[config.mk]
export PLATFORM = sky130hd
export DESIGN_NAME = ntt_coef_loader
export DESIGN_NICKNAME = d
export VERILOG_FILES = /design/src/rtl/ntt_loader_pkg.sv /design/src/rtl/ntt_word_check.sv /design/src/rtl/ntt_coef_loader.sv
export SDC_FILE = /design/constraint.sdc
export NUM_CORES = 1
export LEC_CHECK = 0
export BUFFER_PORTS_ARGS = -buffer_cell sky130_fd_sc_hd__buf_2
export CORE_MARGIN = 2
export CORE_UTILIZATION = 50
export CTS_CLUSTER_SIZE = 20
export DETAILED_ROUTE_END_ITERATION = 10
export GPL_TIMING_DRIVEN = 0
export PLACE_DENSITY = 0.8
export SLEW_MARGIN = 20
export SYNTH_ARGS = -nofsm -noshare
export SYNTH_HDL_FRONTEND = slang
export SYNTH_HIERARCHICAL = 1
export SYNTH_SLANG_ARGS = --single-unit
export TNS_END_PERCENT = 1
[constraint.sdc]
create_clock -name clk -period 2.46 [get_ports clk]
set_input_delay 0.246 -clock clk [delete_from_list [all_inputs] [get_ports clk]]
set_output_delay 0.246 -clock clk [all_outputs]
set_load 0.02 [all_outputs]
[src/rtl/ntt_loader_pkg.sv]
// Shared definitions for the NTT coefficient loader: FSM encoding and the
// FIFO word field layout {unused[31:24], addr[23:16], coef[15:0]}.
package ntt_loader_pkg;

  typedef enum logic [1:0] {
    IDLE  = 2'd0,
    LOAD  = 2'd1,
    DRAIN = 2'd2,
    DONE  = 2'd3
  } state_e;

  localparam int unsigned ADDR_LSB  = 16;
  localparam int unsigned ADDR_MSB  = 23;
  localparam int unsigned COEF_MSB  = 15;
  localparam int unsigned Q_DEFAULT = 12289;

endpackage

[src/rtl/ntt_word_check.sv]
// Unpacks one FIFO word pair and flags address-order and coefficient-range
// violations for pair index k. Purely combinational.
module ntt_word_check
  import ntt_loader_pkg::*;
#(
  parameter int unsigned N  = 256,
  parameter int unsigned AW = 8,
  parameter int unsigned DW = 16,
  parameter int unsigned Q  = Q_DEFAULT,
  parameter int unsigned KW = 8
) (
  input  logic [31:0]   word_a,
  input  logic [31:0]   word_b,
  input  logic [KW-1:0] k,
  output logic [AW-1:0] addr_a,
  output logic [AW-1:0] addr_b,
  output logic [DW-1:0] data_a,
  output logic [DW-1:0] data_b,
  output logic          addr_mismatch,
  output logic          range_err
);

  logic [31:0] field_addr_a;
  logic [31:0] field_addr_b;
  logic [31:0] field_coef_a;
  logic [31:0] field_coef_b;
  logic [31:0] exp_a;
  logic [31:0] exp_b;
  logic        unused_hi;

  assign unused_hi = ^{word_a[31:ADDR_MSB+1], word_b[31:ADDR_MSB+1]};

  // The whole 8-bit field is compared, so upper bits beyond AW count as a mismatch.
  always_comb begin
    field_addr_a  = 32'(word_a[ADDR_MSB:ADDR_LSB]);
    field_addr_b  = 32'(word_b[ADDR_MSB:ADDR_LSB]);
    field_coef_a  = 32'(word_a[COEF_MSB:0]);
    field_coef_b  = 32'(word_b[COEF_MSB:0]);
    exp_a         = 32'(k);
    exp_b         = 32'(k) + (N / 2);
    addr_a        = field_addr_a[AW-1:0];
    addr_b        = field_addr_b[AW-1:0];
    data_a        = field_coef_a[DW-1:0];
    data_b        = field_coef_b[DW-1:0];
    addr_mismatch = (field_addr_a != exp_a) || (field_addr_b != exp_b);
    range_err     = (field_coef_a >= Q) || (field_coef_b >= Q);
  end

endmodule

[src/rtl/ntt_coef_loader.sv]
// Drains fifo1/fifo2 in lock-step, writes each unpacked word pair to the NTT
// coefficient RAM ports, and reports completion plus sticky check errors.
module ntt_coef_loader
  import ntt_loader_pkg::*;
#(
  parameter int unsigned N  = 256,
  parameter int unsigned AW = 8,
  parameter int unsigned DW = 16,
  parameter int unsigned Q  = Q_DEFAULT
) (
  input  logic          clk,
  input  logic          rst,
  input  logic          start,
  input  logic          rd_empty_a,
  input  logic [31:0]   rd_dat_a,
  input  logic          rd_empty_b,
  input  logic [31:0]   rd_dat_b,
  output logic          rd_req,
  output logic          ram_we,
  output logic [AW-1:0] ram_addr_a,
  output logic [DW-1:0] ram_data_a,
  output logic [AW-1:0] ram_addr_b,
  output logic [DW-1:0] ram_data_b,
  output logic          busy,
  output logic          load_done,
  output logic          err_addr,
  output logic          err_range
);

  localparam int unsigned   CW   = $clog2(N / 2) + 1;
  localparam logic [CW-1:0] HALF = CW'(N / 2);

  state_e        state_q, state_d;
  logic [CW-1:0] req_cnt_q, req_cnt_d;
  logic [CW-1:0] wr_cnt_q, wr_cnt_d;
  logic [CW-1:0] k_cur;
  logic          rd_valid_q, rd_valid_d;
  logic          ram_we_q, ram_we_d;
  logic [AW-1:0] addr_a_q, addr_a_d, addr_b_q, addr_b_d;
  logic [DW-1:0] data_a_q, data_a_d, data_b_q, data_b_d;
  logic          err_addr_q, err_addr_d;
  logic          err_range_q, err_range_d;
  logic          rd_req_c;

  logic [AW-1:0] chk_addr_a, chk_addr_b;
  logic [DW-1:0] chk_data_a, chk_data_b;
  logic          chk_mismatch, chk_range;

  // A write may be landing this very cycle, so the pair now on the FIFO
  // outputs is index wr_cnt plus that in-flight write.
  assign k_cur = wr_cnt_q + CW'(ram_we_q);

  ntt_word_check #(
    .N  (N),
    .AW (AW),
    .DW (DW),
    .Q  (Q),
    .KW (CW)
  ) u_check (
    .word_a        (rd_dat_a),
    .word_b        (rd_dat_b),
    .k             (k_cur),
    .addr_a        (chk_addr_a),
    .addr_b        (chk_addr_b),
    .data_a        (chk_data_a),
    .data_b        (chk_data_b),
    .addr_mismatch (chk_mismatch),
    .range_err     (chk_range)
  );

  always_comb begin
    state_d     = state_q;
    req_cnt_d   = req_cnt_q;
    wr_cnt_d    = wr_cnt_q + CW'(ram_we_q);
    rd_req_c    = 1'b0;
    ram_we_d    = rd_valid_q;
    addr_a_d    = addr_a_q;
    addr_b_d    = addr_b_q;
    data_a_d    = data_a_q;
    data_b_d    = data_b_q;
    err_addr_d  = err_addr_q  | (rd_valid_q & chk_mismatch);
    err_range_d = err_range_q | (rd_valid_q & chk_range);

    if (rd_valid_q) begin
      addr_a_d = chk_addr_a;
      addr_b_d = chk_addr_b;
      data_a_d = chk_data_a;
      data_b_d = chk_data_b;
    end

    case (state_q)
      IDLE, DONE: begin
        if (start) begin
          state_d     = LOAD;
          req_cnt_d   = '0;
          wr_cnt_d    = '0;
          err_addr_d  = 1'b0;
          err_range_d = 1'b0;
        end
      end
      LOAD: begin
        rd_req_c = !rd_empty_a && !rd_empty_b && (req_cnt_q < HALF);
        if (rd_req_c) begin
          req_cnt_d = req_cnt_q + CW'(1);
        end
        if (req_cnt_d == HALF) begin
          state_d = DRAIN;
        end
      end
      DRAIN: begin
        if (wr_cnt_d == HALF) begin
          state_d = DONE;
        end
      end
      default: state_d = IDLE;
    endcase

    rd_valid_d = rd_req_c;
  end

  always_ff @(posedge clk) begin
    if (rst) begin
      state_q     <= IDLE;
      req_cnt_q   <= '0;
      wr_cnt_q    <= '0;
      rd_valid_q  <= 1'b0;
      ram_we_q    <= 1'b0;
      addr_a_q    <= '0;
      addr_b_q    <= '0;
      data_a_q    <= '0;
      data_b_q    <= '0;
      err_addr_q  <= 1'b0;
      err_range_q <= 1'b0;
    end else begin
      state_q     <= state_d;
      req_cnt_q   <= req_cnt_d;
      wr_cnt_q    <= wr_cnt_d;
      rd_valid_q  <= rd_valid_d;
      ram_we_q    <= ram_we_d;
      addr_a_q    <= addr_a_d;
      addr_b_q    <= addr_b_d;
      data_a_q    <= data_a_d;
      data_b_q    <= data_b_d;
      err_addr_q  <= err_addr_d;
      err_range_q <= err_range_d;
    end
  end

  assign rd_req     = rd_req_c;
  assign ram_we     = ram_we_q;
  assign ram_addr_a = addr_a_q;
  assign ram_addr_b = addr_b_q;
  assign ram_data_a = data_a_q;
  assign ram_data_b = data_b_q;
  assign busy       = (state_q == LOAD) || (state_q == DRAIN);
  assign load_done  = (state_q == DONE);
  assign err_addr   = err_addr_q;
  assign err_range  = err_range_q;

endmodule

# Word-level counts from Yosys, hierarchy flattened
# Cells that the tools add are included.
[classes] n_eq_ne=10 muxes=15 reduce_logical=12 bitwise_logic=4 add_sub_neg=3 n_lt_le_gt_ge=3
[op_table] op="$mux 8" count=5
[op_table] op="$ge 16x14->1 const B" count=2
[op_table] op="$ne 8x32->1" count=1
[op_table] op="$eq 8x8->1 const B" count=2
[op_table] op="$pmux 8 s2" count=1
[op_table] op="$add 8x8->9 const B" count=1
[op_table] op="$add 8x1->8" count=1
[op_table] op="$add 8x1->8 const B" count=1
[op_table] op="$lt 8x8->1 const B" count=1
[op_table] op="$ne 8x8->1" count=1
[op_table] op="$mux 2" count=3
[op_table] op="$ne 2x2->1 const B" count=3
[op_table] op="$pmux 2 s3" count=1
[op_table] op="$mux 1" count=5
[op_table] op="$eq 2x2->1 const B" count=2
[op_table] op="$logic_or 1x1->1" count=3
[op_table] op="$reduce_and 3->1" count=1
[op_table] op="$and 1x1->1" count=2
[op_table] op="$eq 2x1->1 const B" count=1
[op_table] op="$logic_and 1x1->1" count=2
[op_table] op="$logic_not 1->1" count=2
[op_table] op="$logic_not 2->1" count=1
[op_table] op="$or 1x1->1" count=2
[op_table] op="$reduce_and 2->1" count=1
[op_table] op="other kinds (2)" count=2
[word_totals] register_bits=70 output_inout_bits=54 in_bits=69

# Longest topological paths before layout
# Gate-level depths: netlist of run 1.
[logic_depth] depth_word=8 ltp_mapped=9 mapped_depth_nobuf=9

# By module
# Netlist of run 1, hierarchy kept.
[by_module_without_submodules] mod="ntt_coef_loader" seq_area_each_um2=1401.3 n_inst=1 area_each_um2=2896.5 cells_each=297
[by_module_without_submodules] mod="ntt_word_check" seq_area_each_um2=0.0 n_inst=1 area_each_um2=546.8 cells_each=79

# Least setup slack after synthesis of run 1
# OpenSTA, ideal clock, no wires.
[synth_timing] path_type="reg2reg" from="register ram_we_q (netlist: ram_we)" to="register err_addr_q (netlist: err_addr)" path_slack_ns=0.277 stages_incl_launch_ff=10 required_ns=2.339 n_path_buf=0 arrival_ns=2.062 setup_ns=0.121 cell_sequence="dfxtp_1 -> ha_1 -> nand2_1 -> xor2_1 -> inv_1 -> nor3_1 -> o211ai_1 -> or4_1 -> a21oi_1 -> nor2_1"
[synth_via] elab_chain_len=8 word_cells_on_any_way=9 cone_classes="add/sub: 2; eq/ne: 2; mux: 2; bitwise: 2; reduce/logical: 1"
[synth_rtl] item="start: declaration" line_no="ntt_coef_loader.sv:38" text="logic ram_we_q, ram_we_d;"
[synth_rtl] item="start signal: assignment" line_no="ntt_coef_loader.sv:139" text="ram_we_q <= ram_we_d;"
[synth_rtl] item="$add 8x1->8 (*)" line_no="ntt_coef_loader.sv:51" text="assign k_cur = wr_cnt_q + CW'(ram_we_q);"
[synth_rtl] item="via k_cur[5]" line_no="ntt_coef_loader.sv:36" text="logic [CW-1:0] k_cur;"
[synth_rtl] item="$add 8x8->9" line_no="ntt_word_check.sv:40" text="exp_b = 32'(k) + (N / 2);"
[synth_rtl] item="$ne 8x32->1" line_no="ntt_word_check.sv:45" text="addr_mismatch = (field_addr_a != exp_a) || (field_addr_b != exp_b);"
[synth_rtl] item="$logic_or 1x1->1 (*)" line_no="ntt_word_check.sv:45"
[synth_rtl] item="via chk_mismatch" line_no="ntt_coef_loader.sv:47" text="logic chk_mismatch, chk_range;"
[synth_rtl] item="$and 1x1->1 (*)" line_no="ntt_coef_loader.sv:81" text="err_addr_d = err_addr_q | (rd_valid_q & chk_mismatch);"
[synth_rtl] item="$or 1x1->1 (*)" line_no="ntt_coef_loader.sv:81"
[synth_rtl] item="$mux 1" line_no="ntt_coef_loader.sv:93" text="if (start) begin"
[synth_rtl] item="$mux 1 (*)" line_no="ntt_coef_loader.sv:91" text="case (state_q)"
[synth_rtl] item="end signal: assignment" line_no="ntt_coef_loader.sv:144" text="err_addr_q <= err_addr_d;"
[synth_rtl] item="end: declaration" line_no="ntt_coef_loader.sv:41" text="logic err_addr_q, err_addr_d;"
# Mark *: on every way through the listed nets, which the timed path passes. The rest lies on a longest branch.
# A chain may end at the register's enable or synchronous reset.

# Worst setup path after layout of run 1
# Same ends and word-level chain as after synthesis.

==> out/metrics.cfg, run 1 <==
[timing]
max-slew-margin-rel=0.5187
worst_slack_ns=0.2089
worst_hold_slack_ns=0.2257
worst_pin_slew_ns=0.7220
fin_crit_ns=2.251
hold_viol=0
drv_slew=0
period_share=0.9151
setup_tns_ns=0
rsz0062_at_grt=false
max_freq_mhz=444.2
fin_skew_ns=0.01072
setup_viol=0

[floorplanning]
die_height_um=86.99
coreArea_um2=6719
start_util=0.5125
ioPinCount=123
die_width_um=86.99
fp-row-count=30
dieArea_um2=7566

[power_and_ir_drop]
vdd_drop_max_mv=0.3758
leakagePower_uw=0.001997
finalPower_uw=3148
powerDensity_nw_per_um2=722.6

[place]
place_area_um2=4074
place_congestion=0.8447
dp_slack_ns=0.03799
io_buffer_count=106
dp_hpwl_um=6016

[synth]
synth_seq_cells=70
async_flop_share=0
syn_area_um2=3443
syn_nets=452
ys_seq_area_frac=0.4070
yosysWarnings=6
synth_xor_area_frac=0.02507
yosys.area_share.simple=0.1835
ys_types=46
synth-edff-count=0
syn_avg_cell_area_um2=9.158
synth_top_family_by_area=simple AND/OR/NAND/NOR gates
synth_compound_area_frac=0.08430
synthAdderAreaFrac=0.02544
netlist_instances=376
synth_ff_type=dfxtp_1
synth.area.mux_share=0.1395

[clocking]
cts_tree=done
clock_latency_ns=0.35
htreeDepth=3
cts_inserted_buffers=9
post_cts_buffers=0
cts_buffer_depth=2
cts.sinks=70
cts_root_buf=clkbuf_8
clk_pin_slew_worst_paths_ns=0.09

[worst_setup_path]
cp-start-kind=flop
cp_data_arrival_time_ns=2.48
cp_slowest_stage_delay_ns=0.51
worstSetupPathType=reg -> reg
crit_fanout=4
path_cells=ha_1 > nand3_1 > xnor2_1 > and3_1 > o22ai_1 > or4_1 > a21oi_1 > nor2_1
end_kind=flop
required_ns=2.69
critPathBufInv=0
cp_top_family=simple AND/OR/NAND/NOR gates
slowest_stage=or4_1

[hold_path]
hold_class=in -> reg

[route]
dr.pass1.iters=4
routedWlPerCell_um=13.61
drc_errors=0
vias=2966
ant_nets=0
via_per_inst=5.131
wl_um=7868
drtIter0Drc=110

[global_route]
grt_overflow_total=0
grt_max_degree=14
antenna_found_initial=0
groute.usage.overall=0.2110
grt_pass1_wl_um=12650
grt_pass1_vias=2820

[cells_and_area]
final_cell_area_um2=4357
diodes=0
nNetsFinal=569
fillers=551
area_growth_pct=26.53
drive_gt1_frac=0.3614

[status]
run_status=finished clean

[run]
max_cap_viol_count=0

[worst paths after layout]
kind	cells after the start	startpoint	slack, ns	endpoint
worst max-delay path	8	ram_we	0.21	err_addr
worst min-delay path	4	rd_dat_a[5]	0.23	ram_data_a[5]
worst max register to register	8	ram_we	0.21	err_addr
worst min register to register	2	err_range	0.47	err_range
[metal layers]
metal,share of wire,vias up,track usage,wire [um]
li1,-,1492,-,-
met1,0.44,1364,0.2550,3452
met2,0.49,91,0.3671,3868
met3,0.049,19,0.03791,384
met4,0.021,0,0.08807,163
met5,0,-,0,0
[worst min-delay path: stages]
cell     delay [ns]
buf_2          0.09
buf_4          0.09
mux2i_1        0.05
nor2_1         0.07
[cells in the mapped netlist, types with 4 or more instances]
library cell	count	area (um^2)
o21ai_1	7	35.03
a21oi_1	4	20.02
inv_1	9	33.78
buf_4	48	360.4
nor2b_1	6	37.54
nor3_1	12	60.06
clkbuf_1	7	26.28
a22oi_1	7	52.55
mux2i_1	48	480.5
buf_1	7	26.28
nor2_1	62	232.7
ha_1	7	87.58
dfxtp_1	70	1401
and3_1	11	68.82
nand2_1	10	37.54
xnor2_1	5	43.79
nor4_1	8	50.05
nand3_1	7	35.03
[where the power goes]
group	internal (uW)	switching, uW	total (uW)
sequential	1190	34.5	1220
clock	781	447	1230
combinational	278	424	701
[logic make-up after synthesis]
group                    after synthesis
flip-flops                            70
buffers and inverters                 73
AND/OR/NAND/NOR                      130
AO/OA/AOI/OAI                         39
multiplexers                          48
adder cells (fa/ha/maj)                7
XOR/XNOR                               9
[stage by stage]
step,instances,utilization
floorplan,376,-
global placement,562,0.6063
detailed placement,562,0.6063
CTS,578,0.6464
global route,578,0.6484
finish,578,0.6484
[placed cells by master, fill, tap and decap left out, types with 3 or more instances in the layout]
cell type,count
a31oi_1,3
nand3_1,7
a21oi_1,4
a21o_1,3
clkbuf_8,9
o21ai_1,7
mux2i_1,48
nor2_1,62
bufinv_16,4
nor4_1,7
buf_2,106
inv_1,9
xnor2_1,5
nor2b_1,6
o22ai_1,3
nor3_1,12
buf_4,48
and3_1,11
nand2_1,10
clkbuf_1,7
buf_1,7
a22oi_1,7
dfxtp_1,70
ha_1,7
[registers in the layout, indices dropped and copies added (netlist names)]
name,cells
ram_addr_b,8
state_q,2
err_range,1
ram_data_a,16
ram_we_d,1
ram_addr_a,8
ram_we,1
ram_data_b,16
wr_cnt_q,8
req_cnt_q,8
err_addr,1
[cell type report]
type	instances	area, um^2	share of cell area
multi-input combinational	233	1590	0.3650
sequential	70	1401	0.3217
timing repair buffer	106	530.5	0.1218
buffer	64	431.7	0.09908
clock inverter	7	145.1	0.03331
clock buffer	9	123.9	0.02843
tap	80	100.1	0.02298
inverter	9	33.78	0.007754
[repair_timing]
action | in CTS | in global routing
hold buffers | 0 | 0
resized for setup | 0 | 2
endpoints found under the setup margin | 0 | 3
No activity file was read; power rests on OpenSTA's default activity.
==> run 2, diff against run 1 <==
- BUFFER_PORTS_ARGS: -buffer_cell sky130_fd_sc_hd__buf_2 -> default
- CORE_UTILIZATION: 50 -> 51
- DONT_BUFFER_PORTS: default -> 1
- PLACE_DENSITY: 0.8 -> 0.66
==> run 2 against run 1 <==
Against the previous run: hold slack got worse by 0.087 ns; non-clock buffer count fell by 106; die area fell by 1.9%; total power fell by 14%; combinational power fell by 22%; design area fell by 14%; count of clock-buffer cells in the layout did not move; clock power fell by 28%; final cell count fell by 19%; worst setup slack got worse by 0.043 ns; critical endpoint is now state_q[1]; largest cell class unchanged; largest power group is now registers.
==> out/metrics.cfg, run 2 (synthesis gave the netlist of run 1 again) <==
[worst_setup_path]
path_cells=inv_1 > ha_1 > nor2b_1 > or3_1 > nor4_2 > a41oi_4 > o311a_1
crit_fanout=5
slowest_stage=dfxtp_1
worstSetupPathType=reg -> reg
cp-start-kind=flop
end_kind=flop
rrSetupSlack_ns=0.17
required_ns=2.68
cp_slowest_stage_delay_ns=0.39
cp_data_arrival_time_ns=2.51

[timing]
drv_slew=0
hold_viol=0
max_freq_mhz=435.9
worst_hold_slack_ns=0.1383
period_share=0.9326
fin_skew_ns=0.003935
rsz0062_at_grt=false
setup_viol=0
setup_tns_ns=0
fin_crit_ns=2.294
max-slew-margin-rel=0.4917
worst_pin_slew_ns=0.7625

[clocking]
cts_inserted_buffers=9
cts_hold_buf=0
cts_tree=done
htreeDepth=3
cts.sinks=70
cts_buffer_depth=2
post_cts_buffers=0
cts_root_buf=clkbuf_8
clock_latency_ns=0.33
clk_pin_slew_worst_paths_ns=0.08

[cells_and_area]
diodes=0
drive_gt1_frac=0.1918
nNetsFinal=463
final_cell_mix=dfxtp_1 (69), nor2_1 (62), mux2i_1 (48), buf_4 (48), nor3_1 (12)
instances_no_fill=468
area_growth_pct=8.903
final_common_cell=dfxtp_1
fin_util=0.5839

[status]
run_status=finished clean

[global_route]
groute.usage.overall=0.1900
grt_max_degree=13
grt_pass1_wl_um=11020
grt_overflow_total=0
grt_pass1_vias=2303
antenna_found_initial=0

[place]
dp_hpwl_um=5490
io_buffer_count=0
place_congestion=0.8474
dp_cells=453

[route]
dr.pass1.iters=4
drc_errors=0
wl_um=7221
drtIter0Drc=51
ant_nets=0
vias=2509
via_per_inst=5.361
routedWlPerCell_um=15.43

[floorplanning]
coreArea_um2=6422
fp-row-count=29
die_height_um=86.17
start_util=0.5361
dieArea_um2=7424
ioPinCount=123
die_width_um=86.17

[run]
max_cap_viol_count=0

[power_and_ir_drop]
powerDensity_nw_per_um2=719.7
vdd_drop_max_mv=0.2873
leakagePower_uw=0.001464

[hold_path]
hold_class=in -> reg

## run 2: changes by cell type in the layout (fill, tap and decap cells not counted), sizes merged
cell      delta
inv          -1
clkinvlp     +1
bufinv       -3
clkinv       +2
buf        -106
## run 2: metrics by stage
step / cell area [um^2] / total power, uW / setup slack [ns]
finish: 3750 / 2699 / 0.1657
global route: 3750 / 2851 / 0.006432
CTS: 3727 / 2727 / 0.04197
detailed placement: 3540 / 1835 / 0.07110
global placement: 3540 / 1826 / 0.06537
floorplan: 3443 / 1727 / 0.2767
## run 2: cell type report
cell class / count / area [um^2]
fillers: 601 / 2673
multi-input cells: 233 / 1598
flip-flops and latches: 70 / 1403
plain buffers: 64 / 431.7
clock buffers: 9 / 123.9
well taps: 77 / 96.34
clock inverters: 6 / 63.81
inverters: 9 / 33.78
## run 2: path summary, 6_finish.rpt
check / cells past startpoint / startpoint / end
worst min-delay path: 3 / rd_dat_a[9] / ram_data_a[9]
worst max-delay path: 7 / state_q[0] / state_q[1]
worst max register to register: 7 / state_q[0] / state_q[1]
worst min register to register: 2 / req_cnt_q[7] / req_cnt_q[7]
## run 2: timing repair
item / CTS / global route
hold endpoints to repair: 0 / 0
endpoints found under the setup margin: 0 / 3
resized for setup: 0 / 4
## run 2: critical path, delay by kind of cell, from the launching register on
family	cells	cell delay, ns
AND/OR/NAND/NOR	3	0.83
AO/OA/AOI/OAI	2	0.53
buffers and inverters	1	0.08
flip-flops	1	0.39
adder cells (fa/ha/maj)	1	0.35
## run 2: where the power goes
part           internal (uW)  total (uW)  switching (uW)
clock                    460         883             423
combinational            215         547             332
sequential              1190        1270            82.8
## run 2: layer usage
layer / up-vias / global-route usage / part of all wire
met5: - / 0 / 0
met4: 0 / 0.08225 / 0.013
met3: 9 / 0.06352 / 0.087
met2: 85 / 0.3044 / 0.46
met1: 1140 / 0.2323 / 0.44
li1: 1275 / - / -
